--- src/rtl/alu_issue.sv ---
// Execute-stage issue controller: decodes RV32I OP/OP-IMM into ALU controls, waits out the ALU latency, returns a writeback packet.
// Optional feature: define ALU_ISSUE_LUI_EN to accept LUI as an ADD of 0 and the upper immediate.
module alu_issue #(
    parameter int ALU_LATENCY = 1
) (
    input  logic        clk,
    input  logic        rst_n,
    input  logic        in_valid,
    output logic        in_ready,
    input  logic [31:0] instr,
    input  logic [31:0] rs1_data,
    input  logic [31:0] rs2_data,
    output logic [31:0] alu_a,
    output logic [31:0] alu_b,
    output logic [3:0]  alu_op,
    input  logic [31:0] alu_result,
    input  logic [4:0]  alu_status,
    output logic        out_valid,
    input  logic        out_ready,
    output logic [4:0]  rd_addr,
    output logic [31:0] rd_data,
    output logic        rd_we,
    output logic [4:0]  out_status,
    output logic        illegal
);

    localparam logic [1:0] ST_IDLE = 2'd0;
    localparam logic [1:0] ST_EXEC = 2'd1;
    localparam logic [1:0] ST_RESP = 2'd2;

    localparam logic [6:0] OPC_OP  = 7'b0110011;
    localparam logic [6:0] OPC_IMM = 7'b0010011;
    localparam logic [6:0] OPC_LUI = 7'b0110111;

    localparam logic [6:0] F7_ZERO = 7'b0000000;
    localparam logic [6:0] F7_ALT  = 7'b0100000;

    localparam logic [2:0] CNT_INIT = 3'(ALU_LATENCY);

    logic [1:0]  state_reg;
    logic [2:0]  cnt_reg;
    logic [31:0] alu_a_reg;
    logic [31:0] alu_b_reg;
    logic [3:0]  alu_op_reg;
    logic        out_valid_reg;
    logic [4:0]  rd_addr_reg;
    logic [31:0] rd_data_reg;
    logic        rd_we_reg;
    logic [4:0]  out_status_reg;
    logic        illegal_reg;

    logic [6:0]  opcode;
    logic [2:0]  funct3;
    logic [6:0]  funct7;
    logic [4:0]  rd_field;

    logic        dec_legal;
    logic [31:0] dec_a;
    logic [31:0] dec_b;
    logic [3:0]  dec_op;

    assign opcode   = instr[6:0];
    assign rd_field = instr[11:7];
    assign funct3   = instr[14:12];
    assign funct7   = instr[31:25];

    always_comb begin
        dec_legal = 1'b0;
        dec_a     = rs1_data;
        dec_b     = rs2_data;
        dec_op    = {instr[30], funct3};
        case (opcode)
            OPC_OP: begin
                dec_legal = (funct7 == F7_ZERO) ||
                            ((funct7 == F7_ALT) && ((funct3 == 3'b000) || (funct3 == 3'b101)));
            end
            OPC_IMM: begin
                if ((funct3 == 3'b001) || (funct3 == 3'b101)) begin
                    dec_b     = {27'b0, instr[24:20]};
                    dec_op    = {instr[30], funct3};
                    dec_legal = (funct7 == F7_ZERO) || ((funct7 == F7_ALT) && (funct3 == 3'b101));
                end else begin
                    // instr[30] is immediate data here, so ADDI never turns into SUB
                    dec_b     = {{20{instr[31]}}, instr[31:20]};
                    dec_op    = {1'b0, funct3};
                    dec_legal = 1'b1;
                end
            end
`ifdef ALU_ISSUE_LUI_EN
            OPC_LUI: begin
                dec_a     = 32'd0;
                dec_b     = {instr[31:12], 12'b0};
                dec_op    = 4'b0000;
                dec_legal = 1'b1;
            end
`else
            OPC_LUI: begin
                dec_legal = 1'b0;
            end
`endif
            default: begin
                dec_legal = 1'b0;
            end
        endcase
    end

    always_ff @(posedge clk) begin
        if (!rst_n) begin
            state_reg      <= ST_IDLE;
            cnt_reg        <= 3'd0;
            alu_a_reg      <= 32'd0;
            alu_b_reg      <= 32'd0;
            alu_op_reg     <= 4'd0;
            out_valid_reg  <= 1'b0;
            rd_addr_reg    <= 5'd0;
            rd_data_reg    <= 32'd0;
            rd_we_reg      <= 1'b0;
            out_status_reg <= 5'd0;
            illegal_reg    <= 1'b0;
        end else begin
            case (state_reg)
                ST_IDLE: begin
                    if (in_valid) begin
                        rd_addr_reg <= rd_field;
                        if (dec_legal) begin
                            alu_a_reg   <= dec_a;
                            alu_b_reg   <= dec_b;
                            alu_op_reg  <= dec_op;
                            cnt_reg     <= CNT_INIT;
                            illegal_reg <= 1'b0;
                            rd_we_reg   <= (rd_field != 5'd0);
                            state_reg   <= ST_EXEC;
                        end else begin
                            // ALU is not issued: alu_* keep their previous values
                            illegal_reg    <= 1'b1;
                            rd_we_reg      <= 1'b0;
                            rd_data_reg    <= 32'd0;
                            out_status_reg <= 5'd0;
                            out_valid_reg  <= 1'b1;
                            state_reg      <= ST_RESP;
                        end
                    end
                end
                ST_EXEC: begin
                    if (cnt_reg == 3'd0) begin
                        rd_data_reg    <= alu_result;
                        out_status_reg <= alu_status;
                        out_valid_reg  <= 1'b1;
                        state_reg      <= ST_RESP;
                    end else begin
                        cnt_reg <= cnt_reg - 3'd1;
                    end
                end
                ST_RESP: begin
                    if (out_ready) begin
                        out_valid_reg <= 1'b0;
                        state_reg     <= ST_IDLE;
                    end
                end
                default: begin
                    state_reg <= ST_IDLE;
                end
            endcase
        end
    end

    assign in_ready   = (state_reg == ST_IDLE);
    assign alu_a      = alu_a_reg;
    assign alu_b      = alu_b_reg;
    assign alu_op     = alu_op_reg;
    assign out_valid  = out_valid_reg;
    assign rd_addr    = rd_addr_reg;
    assign rd_data    = rd_data_reg;
    assign rd_we      = rd_we_reg;
    assign out_status = out_status_reg;
    assign illegal    = illegal_reg;

endmodule

--- config.mk ---
export PLATFORM = sky130hd
export DESIGN_NAME = alu_issue
export DESIGN_NICKNAME = d
export VERILOG_FILES = /design/src/rtl/alu_issue.sv
export SDC_FILE = /design/constraint.sdc
export NUM_CORES = 1
export LEC_CHECK = 0
export ABC_AREA = 1
export BUFFER_PORTS_ARGS = -buffer_cell sky130_fd_sc_hd__buf_2
export CORE_MARGIN = 2
export CORE_UTILIZATION = 46
export CTS_CLUSTER_DIAMETER = 30
export DETAILED_ROUTE_END_ITERATION = 7
export PLACE_DENSITY = 0.83
export SYNTH_ARGS = -nofsm -noshare
export SYNTH_HDL_FRONTEND = slang
export SYNTH_SLANG_ARGS = --single-unit
--- constraint.sdc ---
create_clock -name clk -period 2 [get_ports clk]
set_input_delay 0.4 -clock clk [delete_from_list [all_inputs] [get_ports clk]]
set_output_delay 0.4 -clock clk [all_outputs]
set_load 0.01 [all_outputs]
==> results of run 1 <==
metal layers:
layer / global-route usage [%] / share of wire (%) / vias to the layer above
met4: 11.21 / 1.9 / 0
met5: 0 / 0 / -
met1: 28.06 / 41 / 2578
li1: - / - / 2867
met2: 40.53 / 48 / 225
met3: 10.88 / 10 / 22
through the flow:
stage | cells | setup WS [ns] | total power (uW) | cell area, sq um
2_1_floorplan | 744 | 0.3546 | 3249 | 5167
5_1_grt | 1119 | 0.1275 | 6960 | 7046
6_report | 1119 | 0.2773 | 6635 | 7046
3_5_place_dp | 1086 | 0.07807 | 3613 | 6444
4_1_cts | 1118 | 0.2565 | 6698 | 7043
3_3_place_gp | 1086 | 0.1353 | 3601 | 6444
cells by family (layout without fill, tap and decap cells):
| group | count (synthesis) | after routing | synth area share (%) |
|---|---|---|---|
| and+or+nand+nor | 423 | 423 | 34.26 |
| other | 0 | 1 | 0 |
| buffers and inverters | 78 | 312 | 7.506 |
| xor gates and xnor gates | 1 | 1 | 0.1695 |
| adders and majority gates | 2 | 2 | 0.4842 |
| DFF | 118 | 118 | 45.71 |
| AOI/OAI and AO/OA | 122 | 122 | 11.86 |
cells in the final DEF, fill, tap and decap left out:
cell type   netlist  final
buf_2            19    245
inv_1            14     14
clkinv_2          0      5
nor2_4            1      2
o211ai_1          1      1
inv_2             4      4
nor2_1           57     57
buf_12            0      5
bufinv_16         0      3
o21ai_0           8      8
nand4_1           1      1
nand2_1         239    239
clkinvlp_4        0      1
buf_4            13     12
a21oi_1         113    113
clkbuf_8          0      5
diode_2           0      1
clkbuf_16         0     16
ha_1              2      2
nand2_2           3      3
xnor2_1           1      1
nand3_1         118    118
nor3_1            2      2
nor3_4            1      1
clkbuf_1         25      2
dfxtp_1         118    118
layout make-up:
class	count	share of cell area, %
multi-input cells	548	34.38
repair buffers	262	20.10
clock inverters	9	1.740
well taps	140	2.486
inverters	18	0.9590
flip-flops and latches	118	33.53
clock buffers	23	6.766
diodes	1	0.03552
report_power, final:
group	leakage (uW)	total, uW	internal, uW	switching, uW
Combinational	0.00221	1010	424	587
Clock	0.000298	3060	2020	1040
Sequential	0.000959	2560	2490	68.8
Total	0.00347	6630	4930	1700
worst register-to-register path: stages, from the launching register on:
cell and delay, ns:
dfxtp_1 0.45, inv_1 0.09, nand2_1 0.10, a21oi_1 0.06
inv_2 0.07, o211ai_1 0.14, nor2_4 0.15, buf_12 0.27
nand3_1 0.16, nand2_1 0.10, nor2_1 0.04
final timing paths:
kind / end / slack, ns / cells past startpoint / start
worst min register to register: alu_b[2] / 0.45 / 2 / alu_b[2]
worst max-delay path: out_status[4] / 0.28 / 10 / state_reg[1]
worst min-delay path: rd_addr[2] / 0.14 / 3 / instr[9]
worst max register to register: out_status[4] / 0.28 / 10 / state_reg[1]
==> metrics.yaml, run 1 <==
status:
  status: "finished clean"
sta:
  max_freq_mhz: 580.5
  worst_pin_slew_ns: 0.4391
  slew_headroom_pct: 70.73
  setup_tns_ns: 0
  setup_violations: 0
  post-route-min-period_ns: 1.723
  drv_slew: 0
  finalClockSkew_ns: 0.006678
  hold_viol: 0
  period_share_pct: 86.13
  rsz0062_at_grt: "no"
  fin_hold_ws_ns: 0.1407
floorplanning:
  initial_core_util_pct: 47.46
  die_w_microns: 110.0
  coreArea_sq_um: 10890
  rows: 38
  io_pins: 251
  chipHeight_microns: 110.0
  die_area_sq_um: 12100
worst_setup_path:
  crit_path_max_incr_delay_ns: 0.45
  cpMostUsedCell: "nand2_1"
  worst_ep_arrival_time_ns: 2.14
  critPathMaxFanout: 67
  crit_type: "register to register"
  cp-end-kind: "register"
  required_ns: 2.42
  crit_family: "simple AND/OR/NAND/NOR gates"
  start_kind: "register"
  crit_path_top_delay_cell: "dfxtp_1"
  crit_buf_inv: 3
  critical_path.cell_chain: "inv_1, nand2_1, a21oi_1, inv_2, o211ai_1, nor2_4, buf_12, nand3_1, nand2_1, nor2_1"
detailed_routing:
  num_vias: 5692
  drtPass1Iterations: 6
  ant_nets: 0
  wl_mm: 15.10
  drtIter0Drc: 522
  wl_per_cell_microns: 13.50
  routed_via_density: 5.087
  post-route-drc-count: 0
synth:
  synth.net_count: 883
  yosysSeqAreaShare_pct: 45.71
  synthFlopType: "dfxtp_1"
  yosysTopAreaCellShare_pct: 45.71
  async_flop_share_pct: 0
  yosys-top-cells-area: "dfxtp_1 (46%), nand2_1 (17%), nand3_1 (11%), a21oi_1 (11%), nor2_1 (4.1%)"
  syn_area_sq_um: 5167
  yosysTopAreaCell: "dfxtp_1"
  ys_seq_elements: 118
  synth-edff-count: 0
  yosysWarnings: 0
  yosys.cell_types.count: 21
  synth_most_common_cell: "nand2_1"
  synth_area_per_cell_sq_um: 6.946
  synthTopCellsByCount: "nand2_1 (239), dfxtp_1 (118), nand3_1 (118), a21oi_1 (113), nor2_1 (57)"
  synthCells: 744
global_route:
  grt_max_degree: 77
  grt_pass1_vias: 5112
  grt_pass1_wl_mm: 23.54
  overflow: 0
  track_usage_pct: 24.87
  antenna_found_initial: 1
final_layout:
  regArea_sq_um: 2362
  final_core_util_pct: 64.71
  multi_input_area_sq_um: 2422
  drive_above_1_share_pct: 30.88
  syn2layout_area_growth_pct: 36.34
  fillers: 979
  final_nets: 1104
clock_network:
  clock_tree.root_cell: "clkbuf_8"
  hold_buffers: 0
  htreeDepth: 4
  clk_pin_slew_ns: 0.06
  cts_setup_buffers: 0
  cts_buffers: 17
  clock_path_buffers: 2
  insertion_delay_ns: 0.52
  tritoncts: "built"
  postCtsResizedCells: 0
  cts_sinks: 118
place:
  gp_congestion: 0.8506
  hpwl_mm: 9.810
  port-buffer-count: 245
power_and_ir_drop:
  ir_drop_v: 0.0006186
  leakagePower_uw: 0.003466
  power_density_nw_per_um2: 941.7
job:
  cap_violations: 0
min_path:
  holdCritPathClass: "primary input to register"
No activity file was read; power rests on OpenSTA's default activity.
==> run 2: changes to the inputs <==
--- a/config.mk
+++ b/config.mk
@@ -7,11 +7,12 @@
 export LEC_CHECK = 0
 export ABC_AREA = 1
 export BUFFER_PORTS_ARGS = -buffer_cell sky130_fd_sc_hd__buf_2
-export CORE_MARGIN = 2
+export CORE_MARGIN = 3
 export CORE_UTILIZATION = 46
 export CTS_CLUSTER_DIAMETER = 30
 export DETAILED_ROUTE_END_ITERATION = 7
 export PLACE_DENSITY = 0.83
+export SETUP_SLACK_MARGIN = 0.5
 export SYNTH_ARGS = -nofsm -noshare
 export SYNTH_HDL_FRONTEND = slang
 export SYNTH_SLANG_ARGS = --single-unit
==> run 2 against run 1 <==
Against the previous run:
- register-to-register slack better by 0.02 ns
- count of clock-buffer cells in the layout down 2
- critical path depth unchanged
- clock power down 3%
- global-route usage about the same
- largest power group unchanged
==> metrics.yaml, run 2 (same netlist as run 1, synthesis figures left out) <==
clock_network:
  clock_path_buffers: 2
  cts_sinks: 118
  cts_buffers: 17
  htreeDepth: 4
  clock_tree.root_cell: "clkbuf_8"
  clk_pin_slew_ns: 0.06
  tritoncts: "built"
  insertion_delay_ns: 0.51
detailed_routing:
  post-route-drc-count: 0
  wl_per_cell_microns: 15.10
  ant_nets: 0
  drtIter0Drc: 516
  wl_mm: 17.23
  num_vias: 5977
  drtPass1Iterations: 6
  routed_via_density: 5.238
worst_setup_path:
  start_kind: "register"
  cpMostUsedCell: "inv_2"
  required_ns: 2.39
  crit_type: "register to register"
  worst_ep_arrival_time_ns: 2.09
  crit_path_top_delay_cell: "dfxtp_2"
  critical_path.cell_chain: "inv_2, ha_4, a21oi_2, inv_2, o211ai_1, nor2_4, buf_6, clkbuf_16, a21oi_1, nor2_1"
  crit_path_max_incr_delay_ns: 0.34
  crit_buf_inv: 4
  crit_family: "compound AO/OA/AOI/OAI gates"
  cp-end-kind: "register"
  critPathMaxFanout: 7
global_route:
  grt_max_degree: 77
  grt_pass1_vias: 5415
  grt_pass1_wl_mm: 25.70
  track_usage_pct: 24.85
  antenna_found_initial: 2
  overflow: 0
status:
  status: "finished clean"
sta:
  slew_headroom_pct: 65.12
  worst_pin_slew_ns: 0.5232
  fin_hold_ws_ns: 0.1564
  setup_violations: 0
  max_freq_mhz: 586.9
  hold_viol: 0
  period_share_pct: 85.20
  rsz0062_at_grt: "yes"
  setup_tns_ns: 0
  post-route-min-period_ns: 1.704
  setup_ws_ns: 0.2960
  finalClockSkew_ns: 0.007702
  drv_slew: 0
place:
  port-buffer-count: 245
  gp_congestion: 0.8947
  hpwl_mm: 10.16
  post-place-ws_ns: 0.1017
power_and_ir_drop:
  ir_drop_v: 0.0006312
  power_uw: 6991
  leakagePower_uw: 0.003676
  power_density_nw_per_um2: 918.6
floorplanning:
  rows: 38
  chipHeight_microns: 112.0
  io_pins: 251
  initial_core_util_pct: 47.46
  coreArea_sq_um: 10890
  die_w_microns: 112.0
  die_area_sq_um: 12540
final_layout:
  final_common_cell: "buf_2"
  drive_above_1_share_pct: 37.34
  layout_common_cells: "buf_2 (244), nand2_1 (235), dfxtp_1 (115)"
  fillers: 916
  final_nets: 1127
  syn2layout_area_growth_pct: 47.26
min_path:
  holdCritPathClass: "primary input to register"
job:
  cap_violations: 0
[run 2: worst paths after layout]
| path | start | end | slack, ns | cells after the start |
|---|---|---|---|---|
| worst max-delay path | cnt_reg[0] | rd_data[23] | 0.30 | 10 |
| worst min-delay path | instr[8] | rd_addr[1] | 0.16 | 3 |
| worst max register to register | cnt_reg[0] | rd_data[23] | 0.30 | 10 |
| worst min register to register | out_valid | out_valid | 0.46 | 2 |
[run 2: timing repair]
action / in CTS / in global routing
resized for setup: 22 / 34
pin swaps: 2 / 5
endpoints found under the hold margin: 0 / 0
setup buffers: 11 / 3
cloned: 3 / 5
hold buffers: 0 / 0
endpoints found under the setup margin: 96 / 102
[run 2: report_power, final]
group	internal (uW)	total [uW]	leakage, uW	switching (uW)
clock network	1940	2980	0.000276	1040
registers	2490	2580	0.000961	89.0
logic	688	1430	0.00244	743
total	5120	6990	0.00368	1870
[run 2: area by class of cell]
type | count | area, sq um | share of cell area, %
clock inverters | 9 | 127.6 | 1.677
inverters | 18 | 70.07 | 0.9207
clock buffers | 21 | 449.2 | 5.903
flip-flops and latches | 118 | 2369 | 31.12
well taps | 140 | 175.2 | 2.302
diodes | 2 | 5.005 | 0.06577
multi-input cells | 548 | 2624 | 34.48
repair buffers | 285 | 1790 | 23.53
[run 2: stage by stage]
stage | std cells | area [sq um] | utilization [%]
2_1_floorplan | 744 | 5236 | -
3_3_place_gp | 1087 | 6539 | 60.06
3_5_place_dp | 1087 | 6539 | 60.06
4_1_cts | 1131 | 7322 | 67.25
5_1_grt | 1141 | 7610 | 69.89
6_report | 1141 | 7610 | 69.89
[run 2: per-layer routing]
layer | share of wire [%] | track usage (%)
met1 | 38 | 29.74
met2 | 50 | 40.49
met4 | 2.1 | 10.02
met5 | 0 | 0
met3 | 10 | 9.293
[run 2: worst register-to-register path, cell delays in order, from the launching register on]
cell	delay (ns)
dfxtp_2	0.34
inv_2	0.05
ha_4	0.15
a21oi_2	0.14
inv_2	0.05
o211ai_1	0.18
nor2_4	0.12
buf_6	0.15
clkbuf_16	0.15
a21oi_1	0.16
nor2_1	0.09
==> run 3: changes to the inputs <==
--- a/config.mk
+++ b/config.mk
@@ -9,6 +9,7 @@
 export BUFFER_PORTS_ARGS = -buffer_cell sky130_fd_sc_hd__buf_2
 export CORE_MARGIN = 3
 export CORE_UTILIZATION = 46
+export CTS_BUF_LIST = sky130_fd_sc_hd__clkbuf_16
 export CTS_CLUSTER_DIAMETER = 30
 export DETAILED_ROUTE_END_ITERATION = 7
 export PLACE_DENSITY = 0.83
==> run 3 against run 2 <==
Against the previous run:
- utilization increased by 2.2 points
- critical path depth unchanged
- clock power about the same
- non-clock buffer count increased by 9
- worst setup slack improved by 0.016 ns
- sequential share of layout area decreased by 0.97 points
- largest power group unchanged
==> metrics.yaml, run 3 (same netlist as run 1, synthesis figures left out) <==
detailed_routing:
  ant_nets: 0
  routed.top_layer: "met4"
  drtIter0Drc: 528
  num_vias: 6111
  met3WireLength_mm: 1.679
  route.met2.wl_mm: 9.267
  drtPass1Iterations: 5
  wl_met1_mm: 7.287
  post-route-drc-count: 0
  wl_per_cell_microns: 16.33
  wl_mm: 18.78
  routed_via_density: 5.314
floorplanning:
  chipHeight_microns: 112.0
  io_pins: 251
  initial_core_util_pct: 47.46
  die_area_sq_um: 12540
  rows: 38
  die_w_microns: 112.0
  coreArea_sq_um: 10890
power_and_ir_drop:
  p_clk_share_pct: 42.3
  leakagePower_uw: 0.003805
  p_sw_uw: 1911
  pwr-share-seq_pct: 36.9
  power_density_nw_per_um2: 893.1
  ir_drop_v: 0.0006606
  power_uw: 7014
  intPower_uw: 5103
  switching_share_pct: 27.24
  p_comb_share_pct: 20.8
sta:
  finalClockSkew_ns: 0.008746
  slew_headroom_pct: 63.68
  rsz0062_at_grt: "yes"
  drv_slew: 0
  hold_viol: 0
  setup_violations: 0
  worst_pin_slew_ns: 0.5447
  max_freq_mhz: 592.3
  setup_tns_ns: 0
  period_share_pct: 84.41
  post-route-min-period_ns: 1.688
final_layout:
  layout_common_cells: "buf_2 (245), nand2_1 (230), dfxtp_1 (115)"
  syn2layout_area_growth_pct: 51.99
  final_nets: 1136
  drive_above_1_share_pct: 39.68
  fillers: 884
  final_common_cell: "buf_2"
clock_network:
  clock_path_buffers: 2
  hold_buffers: 0
  clock_tree.root_cell: "clkbuf_16"
  htreeDepth: 4
  cts_sinks: 118
  cts_buffers: 17
  tritoncts: "built"
  insertion_delay_ns: 0.41
  clk_pin_slew_ns: 0.06
place:
  hpwl_mm: 10.16
  port-buffer-count: 245
  gp_congestion: 0.8947
global_route:
  grt_pass1_vias: 5422
  grt_pass1_wl_mm: 25.64
  track_usage_pct: 24.75
  antenna_found_initial: 2
  grt_max_degree: 77
  overflow: 0
worst_setup_path:
  cp-end-kind: "register"
  crit_type: "register to register"
  start_kind: "register"
  worst_ep_arrival_time_ns: 1.98
  required_ns: 2.29
  critPathMaxFanout: 16
min_path:
  holdCritPathClass: "primary input to register"
job:
  cap_violations: 0
status:
  status: "finished clean"
-- run 3: cell count changes in the layout (fill, tap and decap cells not counted), moves of 3 or more --
| cell | before | now |
|---|---|---|
| a21oi_2 | 23 | 30 |
| a21oi_1 | 89 | 82 |
| nand3_2 | 8 | 14 |
| nand2_2 | 6 | 9 |
| nand3_1 | 109 | 103 |
| clkbuf_8 | 3 | 0 |
| clkbuf_16 | 21 | 27 |
| nand2_1 | 235 | 230 |
-- run 3: metrics by stage --
stage / setup WS [ns] / hold WS [ns] / instance area [sq um] / instances / util (%)
after floorplan: 0.3977 / 0.4658 / 5236 / 744 / -
after detailed placement: 0.1017 / 0.4496 / 6539 / 1087 / 60.06
after CTS: 0.3706 / 0.2463 / 7298 / 1130 / 67.03
final: 0.3118 / 0.2587 / 7854 / 1150 / 72.13
after global placement: 0.1753 / 0.4443 / 6539 / 1087 / 60.06
after global routing: 0.2585 / 0.2494 / 7854 / 1150 / 72.13
-- run 3: what timing repair did --
| action | 4_1_cts | 5_1_grt |
|---|---|---|
| pin swaps | 2 | 8 |
| resized for setup | 20 | 60 |
| endpoints found under the setup margin | 94 | 112 |
| cloned | 3 | 12 |
| buffers inserted | 10 | 6 |
-- run 3: area by class of cell --
cell class | count | area (sq um) | area share (%)
inverters | 18 | 70.07 | 0.8921
multi-input cells | 548 | 2705 | 34.44
clock buffers | 17 | 425.4 | 5.417
diodes | 2 | 5.005 | 0.06372
well taps | 140 | 175.2 | 2.230
clock inverters | 13 | 142.6 | 1.816
repair buffers | 294 | 1962 | 24.98
flip-flops and latches | 118 | 2369 | 30.16
-- run 3: power by group through the flow --
stage	logic, uW	clock network [uW]	registers [uW]
after detailed placement	1060	0	2610
after global placement	1050	0	2610
after global routing	1580	3100	2600
after CTS	1220	2990	2570
final	1460	2970	2590
after floorplan	598	0	2680
-- run 3: final timing paths --
| kind | start | endpoint | slack (ns) | cells past startpoint |
|---|---|---|---|---|
| worst min register to register | out_valid | out_valid | 0.45 | 2 |
| worst max register to register | cnt_reg[0] | rd_data[5] | 0.31 | 10 |
| worst min-delay path | rs1_data[9] | alu_a[9] | 0.26 | 3 |
| worst max-delay path | cnt_reg[0] | rd_data[5] | 0.31 | 10 |
-- run 3: layer usage --
| metal | vias up | GRT usage [%] |
|---|---|---|
| met5 | - | 0 |
| met3 | 48 | 9.022 |
| li1 | 2934 | - |
| met2 | 310 | 40.29 |
| met1 | 2819 | 29.70 |
| met4 | 0 | 10.18 |
-- run 3: worst max-delay path, stage by stage, from the launching register on --
cell,delay (ns)
dfxtp_2,0.34
inv_2,0.05
ha_4,0.15
a21oi_2,0.14
inv_2,0.05
o211ai_1,0.18
nor2_4,0.12
buf_4,0.17
buf_16,0.16
a21oi_2,0.16
nor2_1,0.06
